`src/rtl/motion_pkg.sv`:
```
// Shared types and default sizing for the motion-detection datapath.
package motion_pkg;

    typedef enum logic [1:0] {
        IDLE   = 2'd0,
        STREAM = 2'd1,
        DRAIN  = 2'd2
    } arb_state_t;

    localparam int unsigned PIX_W_DEFAULT        = 24;
    localparam int unsigned FRAME_PIXELS_DEFAULT = 768 * 576;

endpackage

```
`src/rtl/frame_pixel_counter.sv`:
```
// Per-frame pixel counter: synchronous clear, increment, holds at MAX_COUNT.
module frame_pixel_counter #(
    parameter int unsigned MAX_COUNT = 4,
    parameter int unsigned W         = $clog2(MAX_COUNT + 1)
) (
    input  logic         clock,
    input  logic         reset,
    input  logic         clear,
    input  logic         inc,
    output logic [W-1:0] count
);

    localparam logic [W-1:0] TERMINAL = W'(MAX_COUNT);

    always_ff @(posedge clock or posedge reset) begin
        if (reset) begin
            count <= '0;
        end else if (clear) begin
            count <= '0;
        end else if (inc && count != TERMINAL) begin
            count <= count + W'(1);
        end
    end

endmodule

```
`src/rtl/subtract_arbiter.sv`:
```
// Frame-level round-robin arbiter sharing one subtract stage between two camera channels.
// Optional statistics outputs are enabled by defining SUBTRACT_ARBITER_STATS_EN.
module subtract_arbiter
    import motion_pkg::*;
#(
    parameter int unsigned FRAME_PIXELS = FRAME_PIXELS_DEFAULT,
    parameter int unsigned PIX_W        = PIX_W_DEFAULT
) (
    input  logic             clock,
    input  logic             reset,
    output logic             ch0_bg_rd_en,
    input  logic             ch0_bg_empty,
    input  logic [PIX_W-1:0] ch0_bg_dout,
    output logic             ch0_fr_rd_en,
    input  logic             ch0_fr_empty,
    input  logic [PIX_W-1:0] ch0_fr_dout,
    output logic             ch0_out_wr_en,
    input  logic             ch0_out_full,
    output logic [PIX_W-1:0] ch0_out_din,
    output logic             ch1_bg_rd_en,
    input  logic             ch1_bg_empty,
    input  logic [PIX_W-1:0] ch1_bg_dout,
    output logic             ch1_fr_rd_en,
    input  logic             ch1_fr_empty,
    input  logic [PIX_W-1:0] ch1_fr_dout,
    output logic             ch1_out_wr_en,
    input  logic             ch1_out_full,
    output logic [PIX_W-1:0] ch1_out_din,
    input  logic             sub_bg_rd_en,
    output logic             sub_bg_empty,
    output logic [PIX_W-1:0] sub_bg_dout,
    input  logic             sub_fr_rd_en,
    output logic             sub_fr_empty,
    output logic [PIX_W-1:0] sub_fr_dout,
    input  logic             sub_out_wr_en,
    output logic             sub_out_full,
    input  logic [PIX_W-1:0] sub_out_din,
    output logic             grant,
    output logic             busy,
    output logic             frame_done
`ifdef SUBTRACT_ARBITER_STATS_EN
    ,
    output logic [15:0]      ch0_frames,
    output logic [15:0]      ch1_frames,
    output logic [31:0]      stall_cycles
`endif
);

    localparam int unsigned  CNT_W    = $clog2(FRAME_PIXELS + 1);
    localparam logic [CNT_W-1:0] TERMINAL = CNT_W'(FRAME_PIXELS);

    arb_state_t       state;
    logic             last_grant;
    logic [CNT_W-1:0] in_cnt;
    logic [CNT_W-1:0] out_cnt;
    logic             in_tc;
    logic             out_tc;
    logic [1:0]       bg_empty;
    logic [1:0]       fr_empty;
    logic [1:0]       out_full;
    logic [1:0]       ready;
    logic [1:0]       bg_rd_en;
    logic [1:0]       fr_rd_en;
    logic [1:0]       out_wr_en;
    logic             muxed;

    assign bg_empty = {ch1_bg_empty, ch0_bg_empty};
    assign fr_empty = {ch1_fr_empty, ch0_fr_empty};
    assign out_full = {ch1_out_full, ch0_out_full};
    assign ready    = ~bg_empty & ~fr_empty;
    assign in_tc    = (in_cnt == TERMINAL);
    assign out_tc   = (out_cnt == TERMINAL);
    assign muxed    = (state != IDLE);

    frame_pixel_counter #(.MAX_COUNT(FRAME_PIXELS), .W(CNT_W)) u_in_cnt (
        .clock (clock),
        .reset (reset),
        .clear (state == IDLE),
        .inc   (busy && sub_bg_rd_en),
        .count (in_cnt)
    );

    frame_pixel_counter #(.MAX_COUNT(FRAME_PIXELS), .W(CNT_W)) u_out_cnt (
        .clock (clock),
        .reset (reset),
        .clear (state == IDLE),
        .inc   (busy && sub_out_wr_en),
        .count (out_cnt)
    );

    // Input side is only connected while streaming; output side stays muxed through DRAIN.
    always_comb begin
        sub_bg_empty = 1'b1;
        sub_fr_empty = 1'b1;
        sub_out_full = 1'b1;
        sub_bg_dout  = '0;
        sub_fr_dout  = '0;
        bg_rd_en     = '0;
        fr_rd_en     = '0;
        out_wr_en    = '0;
        if (state == STREAM) begin
            sub_bg_empty     = bg_empty[grant] | in_tc;
            sub_fr_empty     = fr_empty[grant] | in_tc;
            sub_bg_dout      = grant ? ch1_bg_dout : ch0_bg_dout;
            sub_fr_dout      = grant ? ch1_fr_dout : ch0_fr_dout;
            bg_rd_en[grant]  = sub_bg_rd_en;
            fr_rd_en[grant]  = sub_fr_rd_en;
        end
        if (muxed) begin
            sub_out_full     = out_full[grant];
            out_wr_en[grant] = sub_out_wr_en;
        end
    end

    assign ch0_bg_rd_en  = bg_rd_en[0];
    assign ch0_fr_rd_en  = fr_rd_en[0];
    assign ch0_out_wr_en = out_wr_en[0];
    assign ch1_bg_rd_en  = bg_rd_en[1];
    assign ch1_fr_rd_en  = fr_rd_en[1];
    assign ch1_out_wr_en = out_wr_en[1];
    assign ch0_out_din   = (muxed && !grant) ? sub_out_din : '0;
    assign ch1_out_din   = (muxed &&  grant) ? sub_out_din : '0;

    always_ff @(posedge clock or posedge reset) begin
        if (reset) begin
            state      <= IDLE;
            grant      <= 1'b0;
            last_grant <= 1'b1;
            busy       <= 1'b0;
            frame_done <= 1'b0;
        end else begin
            frame_done <= 1'b0;
            case (state)
                IDLE: begin
                    if (ready[~last_grant]) begin
                        grant <= ~last_grant;
                        busy  <= 1'b1;
                        state <= STREAM;
                    end else if (ready[last_grant]) begin
                        grant <= last_grant;
                        busy  <= 1'b1;
                        state <= STREAM;
                    end
                end
                STREAM: begin
                    if (in_tc) begin
                        state <= DRAIN;
                    end
                end
                DRAIN: begin
                    if (out_tc) begin
                        last_grant <= grant;
                        busy       <= 1'b0;
                        frame_done <= 1'b1;
                        state      <= IDLE;
                    end
                end
                default: state <= IDLE;
            endcase
        end
    end

`ifdef SUBTRACT_ARBITER_STATS_EN
    logic stall;

    // Input emptiness only counts while more pixels of the frame are still wanted.
    always_comb begin
        stall = busy && (out_full[grant] ||
                (state == STREAM && !in_tc && (bg_empty[grant] || fr_empty[grant])));
    end

    always_ff @(posedge clock or posedge reset) begin
        if (reset) begin
            ch0_frames   <= '0;
            ch1_frames   <= '0;
            stall_cycles <= '0;
        end else begin
            if (frame_done) begin
                if (grant) begin
                    ch1_frames <= ch1_frames + 16'd1;
                end else begin
                    ch0_frames <= ch0_frames + 16'd1;
                end
            end
            if (stall && stall_cycles != '1) begin
                stall_cycles <= stall_cycles + 32'd1;
            end
        end
    end
`endif

endmodule

```
`config.mk`:
```
export PLATFORM = sky130hd
export DESIGN_NAME = subtract_arbiter
export DESIGN_NICKNAME = d
export VERILOG_FILES = /design/src/rtl/motion_pkg.sv /design/src/rtl/frame_pixel_counter.sv /design/src/rtl/subtract_arbiter.sv
export SDC_FILE = /design/constraint.sdc
export NUM_CORES = 1
export LEC_CHECK = 0
export CAP_MARGIN = 20
export CELL_PAD_IN_SITES_DETAIL_PLACEMENT = 2
export CELL_PAD_IN_SITES_GLOBAL_PLACEMENT = 2
export CORE_MARGIN = 5
export CORE_UTILIZATION = 34
export DETAILED_ROUTE_END_ITERATION = 8
export DONT_BUFFER_PORTS = 1
export GPL_TIMING_DRIVEN = 0
export PLACE_DENSITY = 0.78
export SLEW_MARGIN = 30
export SYNTH_ARGS = -nofsm -noshare
export SYNTH_HDL_FRONTEND = slang
export SYNTH_HIERARCHICAL = 1
export SYNTH_SLANG_ARGS = --single-unit
```
`constraint.sdc`:
```
create_clock -name clock -period 2.8 [get_ports clock]
set_clock_uncertainty 0.1 [all_clocks]
set_input_delay 0.56 -clock clock [delete_from_list [all_inputs] [get_ports clock]]
set_output_delay 0.56 -clock clock [all_outputs]
set_load 0.02 [all_outputs]
```
==> results of run 1 <==
## per-stage QoR
stage	std cells	hold WS (ps)	utilization (%)
after floorplan	443	250.2	-
after global placement	583	276.5	36.21
after detailed placement	583	285.0	36.21
after CTS	592	188.3	37.15
after global routing	593	232.4	37.32
final	595	164.0	37.36
## layer usage
metal	track usage [%]	part of all wire, %
met1	24.91	38
met2	39.54	52
met3	4.895	7.2
met4	7.355	2.8
met5	0	0
## power by group
part	internal (W)	switching [W]	leakage [nW]
Clock	0.000198	0.000233	0.0510
Combinational	0.000200	0.000329	0.878
Sequential	0.000733	0.000186	0.577
Total	0.00113	0.000749	1.51
## state kept, by name, summed over array words and instances (netlist names)
register / flops
busy: 1
grant: 1
u_out_cnt/count: 19
last_grant: 1
state: 2
frame_done: 1
u_in_cnt/count: 19
## cells by family after synthesis
kind of cell	Yosys count	share of synthesized area, %
flip-flops	44	29.40
adder cells (fa/ha/maj)	4	1.335
XOR/XNOR	22	5.138
AO/OA/AOI/OAI	38	7.341
AND/OR/NAND/NOR	248	37.60
multiplexers	56	15.52
buffers and inverters	31	3.670
## synthesized netlist by cell type, types with 3 or more instances
master	instances	share of area, %
dfrtp_1	43	29
and2_1	54	9.0
clkbuf_1	12	1.2
nand4_1	8	1.3
nor4b_2	4	1.6
nor4_1	4	0.67
or4_1	3	0.60
ha_1	4	1.3
nor3_1	11	1.5
nor3_2	5	1.3
nor4_2	4	1.3
mux2_4	4	1.6
inv_1	8	0.80
a21oi_1	8	1.1
xnor2_1	6	1.4
mux2i_1	51	14
nor2b_1	7	1.2
xor2_1	16	3.7
nor2_1	85	8.5
nand3_1	15	2.0
o31ai_1	3	0.60
o21ai_0	10	1.3
nand2_1	19	1.9
buf_2	5	0.67
buf_4	4	0.80
nand3_2	6	1.6
or3_1	6	1.0
## final timing paths
| path | cells past startpoint | endpoint | slack [ps] | from |
|---|---|---|---|---|
| worst max-delay path | 4 | sub_bg_dout[21] | 130 | grant$_DFFE_PP0P_ |
| worst min-delay path | 1 | u_out_cnt/count[13]$_DFFE_PP0P_ | 160 | reset |
| worst max register to register | 7 | u_in_cnt/count[9]$_DFFE_PP0P_ | 520 | busy$_DFFE_PP0P_ |
| worst min register to register | 2 | u_in_cnt/count[18]$_DFFE_PP0P_ | 510 | u_in_cnt/count[18]$_DFFE_PP0P_ |
| max in group asynchronous | 2 | last_grant$_DFFE_PP1P_ | 1850 | reset |
| min in group clock | 3 | grant$_DFFE_PP0P_ | 410 | ch0_fr_empty |
## layout by cell type (no fill, tap or decap), types with 3 or more instances in the layout
cell type,netlist,routed
or4_1,3,3
nand4_1,8,8
nand3_1,15,15
buf_2,5,5
nor4_1,4,4
dfrtp_1,43,43
nor3_1,11,11
mux2i_1,51,51
nand2_1,19,19
and2_1,54,54
mux2_4,4,4
xnor2_1,6,6
nor3_2,5,5
inv_1,8,8
nor2_2,2,6
a21oi_1,8,8
xor2_1,16,16
nor2_1,85,81
or3_1,6,6
ha_1,4,4
nand3_2,6,6
diode_2,0,3
o21ai_0,10,10
nor4b_2,4,4
buf_4,4,4
clkbuf_8,0,6
nor4_2,4,4
nor2b_1,7,7
clkbuf_1,12,12
## timing repair
action	CTS	global route
hold buffers	1	0
hold endpoints to repair	5	0
setup endpoints to repair	0	45
resized for setup	0	5
## layout make-up
cell class | instances | area, µm² | share of cell area [%]
diodes | 3 | 7.507 | 0.1854
well taps | 140 | 175.2 | 4.325
inverters | 8 | 30.03 | 0.7414
multi-input cells | 368 | 2525 | 62.34
clock inverters | 2 | 10.01 | 0.2471
flip-flops and latches | 44 | 1102 | 27.22
repair buffers | 1 | 10.01 | 0.2471
clock buffers | 6 | 82.58 | 2.039
plain buffers | 23 | 107.6 | 2.657
==> impl_metrics.py, run 1 <==
metrics = {
    "status": {
        "status": "finished, final reports clean",
    },
    "floorplanning": {
        "die_h_um": 115.0,
        "die_x_um": 115.0,
        "coreArea_um2": 10840,
        "io_pins": 239,
        "dieArea_um2": 13230,
        "fp-row-count": 38,
        "initial_core_util_pct": 34.59,
    },
    "timing": {
        "slew_viol_final": 0,
        "slew_headroom_pct": 35.37,
        "post-route-worst-setup-slack_ps": 129.9,
        "timing.final.crit_share_pct": 95.36,
        "setup_viol": 0,
        "rsz0062_at_grt": "false",
        "fin_tns_setup_ps": 0,
        "hold_viol": 0,
        "min_period_ps": 2670,
        "max_freq_ghz": 0.3745,
        "tightest_slew_ps": 959.4,
    },
    "global_route": {
        "grt_pass1_wl_um": 22180,
        "grt.total_usage_pct": 21.70,
        "grt_pass1_vias": 3696,
        "antenna_found_initial": 1,
        "grt_max_degree": 20,
        "overflow": 0,
    },
    "setup_path": {
        "crit_slowest_cell": "clkbuf_1",
        "cp_data_arrival_time_ps": 2010,
        "crit_chain": "buf_2 > clkbuf_1 > mux2i_1 > nor2_1",
        "critPathBufInv": 2,
        "crit_family": "buffers and inverters",
        "cpPeakStageDelay_ps": 490,
        "path_class": "flop to output port",
        "worstPathRequired_ps": 2140,
        "end_kind": "output port",
        "crit_fanout": 10,
        "critPathLaunchType": "flop",
    },
    "cells_and_area": {
        "design_area_um2": 4050,
        "n_fill_cell": 1245,
        "area_growth_pct": 8.008,
        "num-nets-final": 586,
        "layout-drive-gt1-share_pct": 12.61,
    },
    "synthesis": {
        "synthArstFlopShare_pct": 100.0,
        "netlist_instances": 443,
        "synth_cell_types": 49,
        "synth_warnings": 6,
        "synth_area_per_cell_um2": 8.465,
        "syn_area_um2": 3750,
        "synth_edf_count": 0,
        "ys.flop_type": "dfrtp_1",
        "syn-num-nets": 578,
        "ys_seq_area_share_pct": 29.40,
        "ys_ff_latch": 44,
    },
    "drt": {
        "wl_per_cell_um": 25.42,
        "firstDrtPassIters": 4,
        "ant_nets": 0,
        "vias": 3416,
        "via_per_inst": 5.741,
        "wl_um": 15130,
        "drt_iter0_markers": 121,
        "route.detailed.drc": 0,
    },
    "clocking": {
        "postCtsSetupRepairBufs": 0,
        "cts_htree_levels": 2,
        "clk_latency_ps": 310,
        "cts_tree": "done",
        "clkTransAtPathRegs_ps": 100,
        "cts_inserted_buffers": 5,
        "cts_sinks": 44,
        "cts-root-buf": "clkbuf_8",
        "clock_path_buffers": 2,
    },
    "min_path": {
        "worstHoldPathType": "primary input to async pin",
    },
    "placement": {
        "place_hpwl_um": 12440,
        "numPortBuffers": 0,
        "place_area_um2": 3925,
        "pre_cts_ws_ps": 354.2,
        "gp_congestion": 0.8861,
    },
    "power_and_ir_drop": {
        "power.density_nw_per_um2": 464.1,
        "peakVddDrop_mv": 0.3837,
        "p_leak_nw": 1.507,
        "p_total_w": 0.001880,
    },
    "run": {
        "maxCapViolCount": 0,
    },
}
(Power assumes the default switching activity.)
==> run 2, diff against run 1 <==
--- a/config.mk
+++ b/config.mk
@@ -8,12 +8,13 @@
 export CAP_MARGIN = 20
 export CELL_PAD_IN_SITES_DETAIL_PLACEMENT = 2
 export CELL_PAD_IN_SITES_GLOBAL_PLACEMENT = 2
+export CORE_ASPECT_RATIO = 1.2
 export CORE_MARGIN = 5
-export CORE_UTILIZATION = 34
+export CORE_UTILIZATION = 36
 export DETAILED_ROUTE_END_ITERATION = 8
 export DONT_BUFFER_PORTS = 1
 export GPL_TIMING_DRIVEN = 0
-export PLACE_DENSITY = 0.78
+export PLACE_DENSITY = 0.82
 export SLEW_MARGIN = 30
 export SYNTH_ARGS = -nofsm -noshare
 export SYNTH_HDL_FRONTEND = slang
==> constraint.sdc (replaced) <==
create_clock -name clock -period 3.1 [get_ports clock]
set_clock_uncertainty 0.1 [all_clocks]
set_input_delay 0.62 -clock clock [delete_from_list [all_inputs] [get_ports clock]]
set_output_delay 0.62 -clock clock [all_outputs]
set_load 0.02 [all_outputs]
==> run 2 against run 1 <==
  * Final area up 0.87%
  * Non-clock buffer count down 1
  * Sequential power down 9.9%
  * Clock power grew 50%
  * Hold slack got worse by 120 ps
  * Register-to-register slack better by 230 ps
  * Cell count fell by 3.0%
  * Total power rose by 4.6%
  * Global-route usage grew 2.3 points
  * Largest cell class unchanged
  * Highest routed layer unchanged
==> impl_metrics.py, run 2 (synthesized netlist as in run 1, its figures left out) <==
metrics = {
    "status": {
        "status": "finished, final reports clean",
    },
    "timing": {
        "setup_viol": 0,
        "fin_tns_setup_ps": 0,
        "min_period_ps": 2828,
        "rsz0062_at_grt": "false",
        "hold_slack_ps": 47.13,
        "tightest_slew_ps": 898.6,
        "max_freq_ghz": 0.3536,
        "slew_headroom_pct": 39.46,
        "timing.final.crit_share_pct": 91.22,
        "slew_viol_final": 0,
        "hold_viol": 0,
    },
    "power_and_ir_drop": {
        "power.share.clock_pct": 32.9,
        "comb_power_share_pct": 25.0,
        "intPower_w": 0.001247,
        "p_leak_nw": 1.537,
        "peakVddDrop_mv": 0.4473,
        "power.density_nw_per_um2": 481.4,
        "seqPwrFrac_pct": 42.1,
        "p_sw_w": 0.0007194,
        "p_sw_share_pct": 36.59,
    },
    "global_route": {
        "grt_pass1_vias": 3804,
        "grt_pass1_wl_um": 22660,
        "grt_max_degree": 20,
        "antenna_found_initial": 0,
        "grt.total_usage_pct": 23.98,
        "overflow": 0,
    },
    "placement": {
        "place_area_um2": 3908,
        "gp_congestion": 0.8240,
        "numPortBuffers": 0,
        "place_hpwl_um": 13120,
    },
    "drt": {
        "ant_nets": 0,
        "firstDrtPassIters": 4,
        "wl_per_cell_um": 27.87,
        "wl_um": 16080,
        "via_per_inst": 6.019,
        "route.detailed.drc": 0,
        "vias": 3473,
        "drt_iter0_markers": 132,
    },
    "cells_and_area": {
        "final_common_cell": "nor2_1",
        "multi_input_area_um2": 2510,
        "design_area_um2": 4085,
        "n_fill_cell": 1145,
        "num-nets-final": 585,
        "ff_latch_area_um2": 1102,
        "layout-drive-gt1-share_pct": 11.53,
        "layout_common_cells": "85 x nor2_1, 54 x and2_1, 51 x mux2i_1",
        "antenna_cells": 0,
        "area_growth_pct": 8.942,
        "reg_top3": "u_in_cnt/count: 19 flops, u_out_cnt/count: 19 flops, state: 2 flops",
    },
    "setup_path": {
        "cpPeakStageDelay_ps": 490,
        "end_kind": "output port",
        "crit_fanout": 7,
        "critPathBufInv": 0,
        "crit_chain": "nor4b_1 > nand2_1 > o31ai_1 > a211o_1",
        "critPathLaunchType": "flop",
        "path_class": "flop to output port",
        "cp_data_arrival_time_ps": 2110,
        "crit_family": "compound AO/OA/AOI/OAI gates",
        "crit_slowest_cell": "dfrtp_1",
        "worstPathRequired_ps": 2380,
    },
    "clocking": {
        "hold_buffers": 0,
        "cts_tree": "done",
        "cts_sinks": 44,
        "cts_resized": 0,
        "clk_latency_ps": 290,
        "cts-root-buf": "clkbuf_16",
        "clkTransAtPathRegs_ps": 70,
        "postCtsSetupRepairBufs": 0,
        "clock_path_buffers": 2,
        "cts_inserted_buffers": 5,
        "cts_htree_levels": 2,
    },
    "floorplanning": {
        "coreArea_um2": 10110,
        "fp-row-count": 40,
        "die_h_um": 121.8,
        "die_x_um": 103.2,
        "initial_core_util_pct": 37.09,
        "dieArea_um2": 12570,
        "io_pins": 239,
    },
    "min_path": {
        "worstHoldPathType": "primary input to async pin",
    },
    "run": {
        "maxCapViolCount": 0,
    },
}
==> run 2: changes by cell type in the layout (fill, tap and decap cells not counted), moves of 2 or more <==
cell	previous run	this run
clkbuf_16	0	5
clkbuf_8	6	1
nor2_1	81	85
nor2_2	6	2
diode_2	3	0
clkinv_2	2	0
==> run 2: path summary, 6_finish.rpt <==
check / startpoint / slack, ps / depth (start not counted) / end
hold reg to reg: u_in_cnt/count[18]$_DFFE_PP0P_ / 510 / 2 / u_in_cnt/count[18]$_DFFE_PP0P_
min in group clock: ch0_fr_empty / 490 / 3 / grant$_DFFE_PP0P_
setup reg to reg: state[1]$_DFFE_PP0P_ / 750 / 4 / u_out_cnt/count[8]$_DFFE_PP0P_
hold / removal: reset / 50 / 1 / grant$_DFFE_PP0P_
setup / recovery: u_in_cnt/count[11]$_DFFE_PP0P_ / 270 / 4 / sub_bg_empty
max in group asynchronous: reset / 2140 / 1 / u_in_cnt/count[13]$_DFFE_PP0P_
==> run 2: layout make-up <==
cell class / instances / area share [%]
Multi-Input combinational cell: 368 / 61.44
Sequential cell: 44 / 26.98
Tap cell: 126 / 3.859
Clock buffer: 6 / 3.400
Buffer: 23 / 2.634
Clock inverter: 2 / 0.9495
Inverter: 8 / 0.7351
==> run 2: power groups by stage <==
| stage | logic, W | registers, W | clock network, W |
|---|---|---|---|
| 2_1_floorplan | 0.000386 | 0.000788 | 0 |
| 3_3_place_gp | 0.000458 | 0.000825 | 0 |
| 3_5_place_dp | 0.000487 | 0.000838 | 0 |
| 4_1_cts | 0.000499 | 0.000828 | 0.000657 |
| 5_1_grt | 0.000543 | 0.000851 | 0.000682 |
| 6_report | 0.000491 | 0.000828 | 0.000648 |
==> run 2: worst reg2reg max path, stage by stage, from the launching register on <==
cell and delay (ps):
dfrtp_1 420, nor2_1 600, clkbuf_1 490, buf_1 470
nor2_1 130
==> run 2: stage by stage <==
stage          utilization (%)  power (W)  instances  worst slack, ps
2_1_floorplan                -   0.001174        443             1000
3_3_place_gp             38.65   0.001283        569            583.0
3_5_place_dp             38.65   0.001325        569            580.4
4_1_cts                  40.41   0.001984        577            235.7
5_1_grt                  40.41   0.002075        577            116.0
6_report                 40.41   0.001966        577            272.3
==> run 2: per-layer routing <==
layer | share of wire, % | vias to the layer above | global-route usage (%)
li1 | - | 1542 | -
met1 | 34 | 1758 | 24.15
met2 | 54 | 148 | 45.14
met3 | 9.3 | 25 | 8.419
met4 | 2.7 | 0 | 7.449
met5 | 0 | - | 0
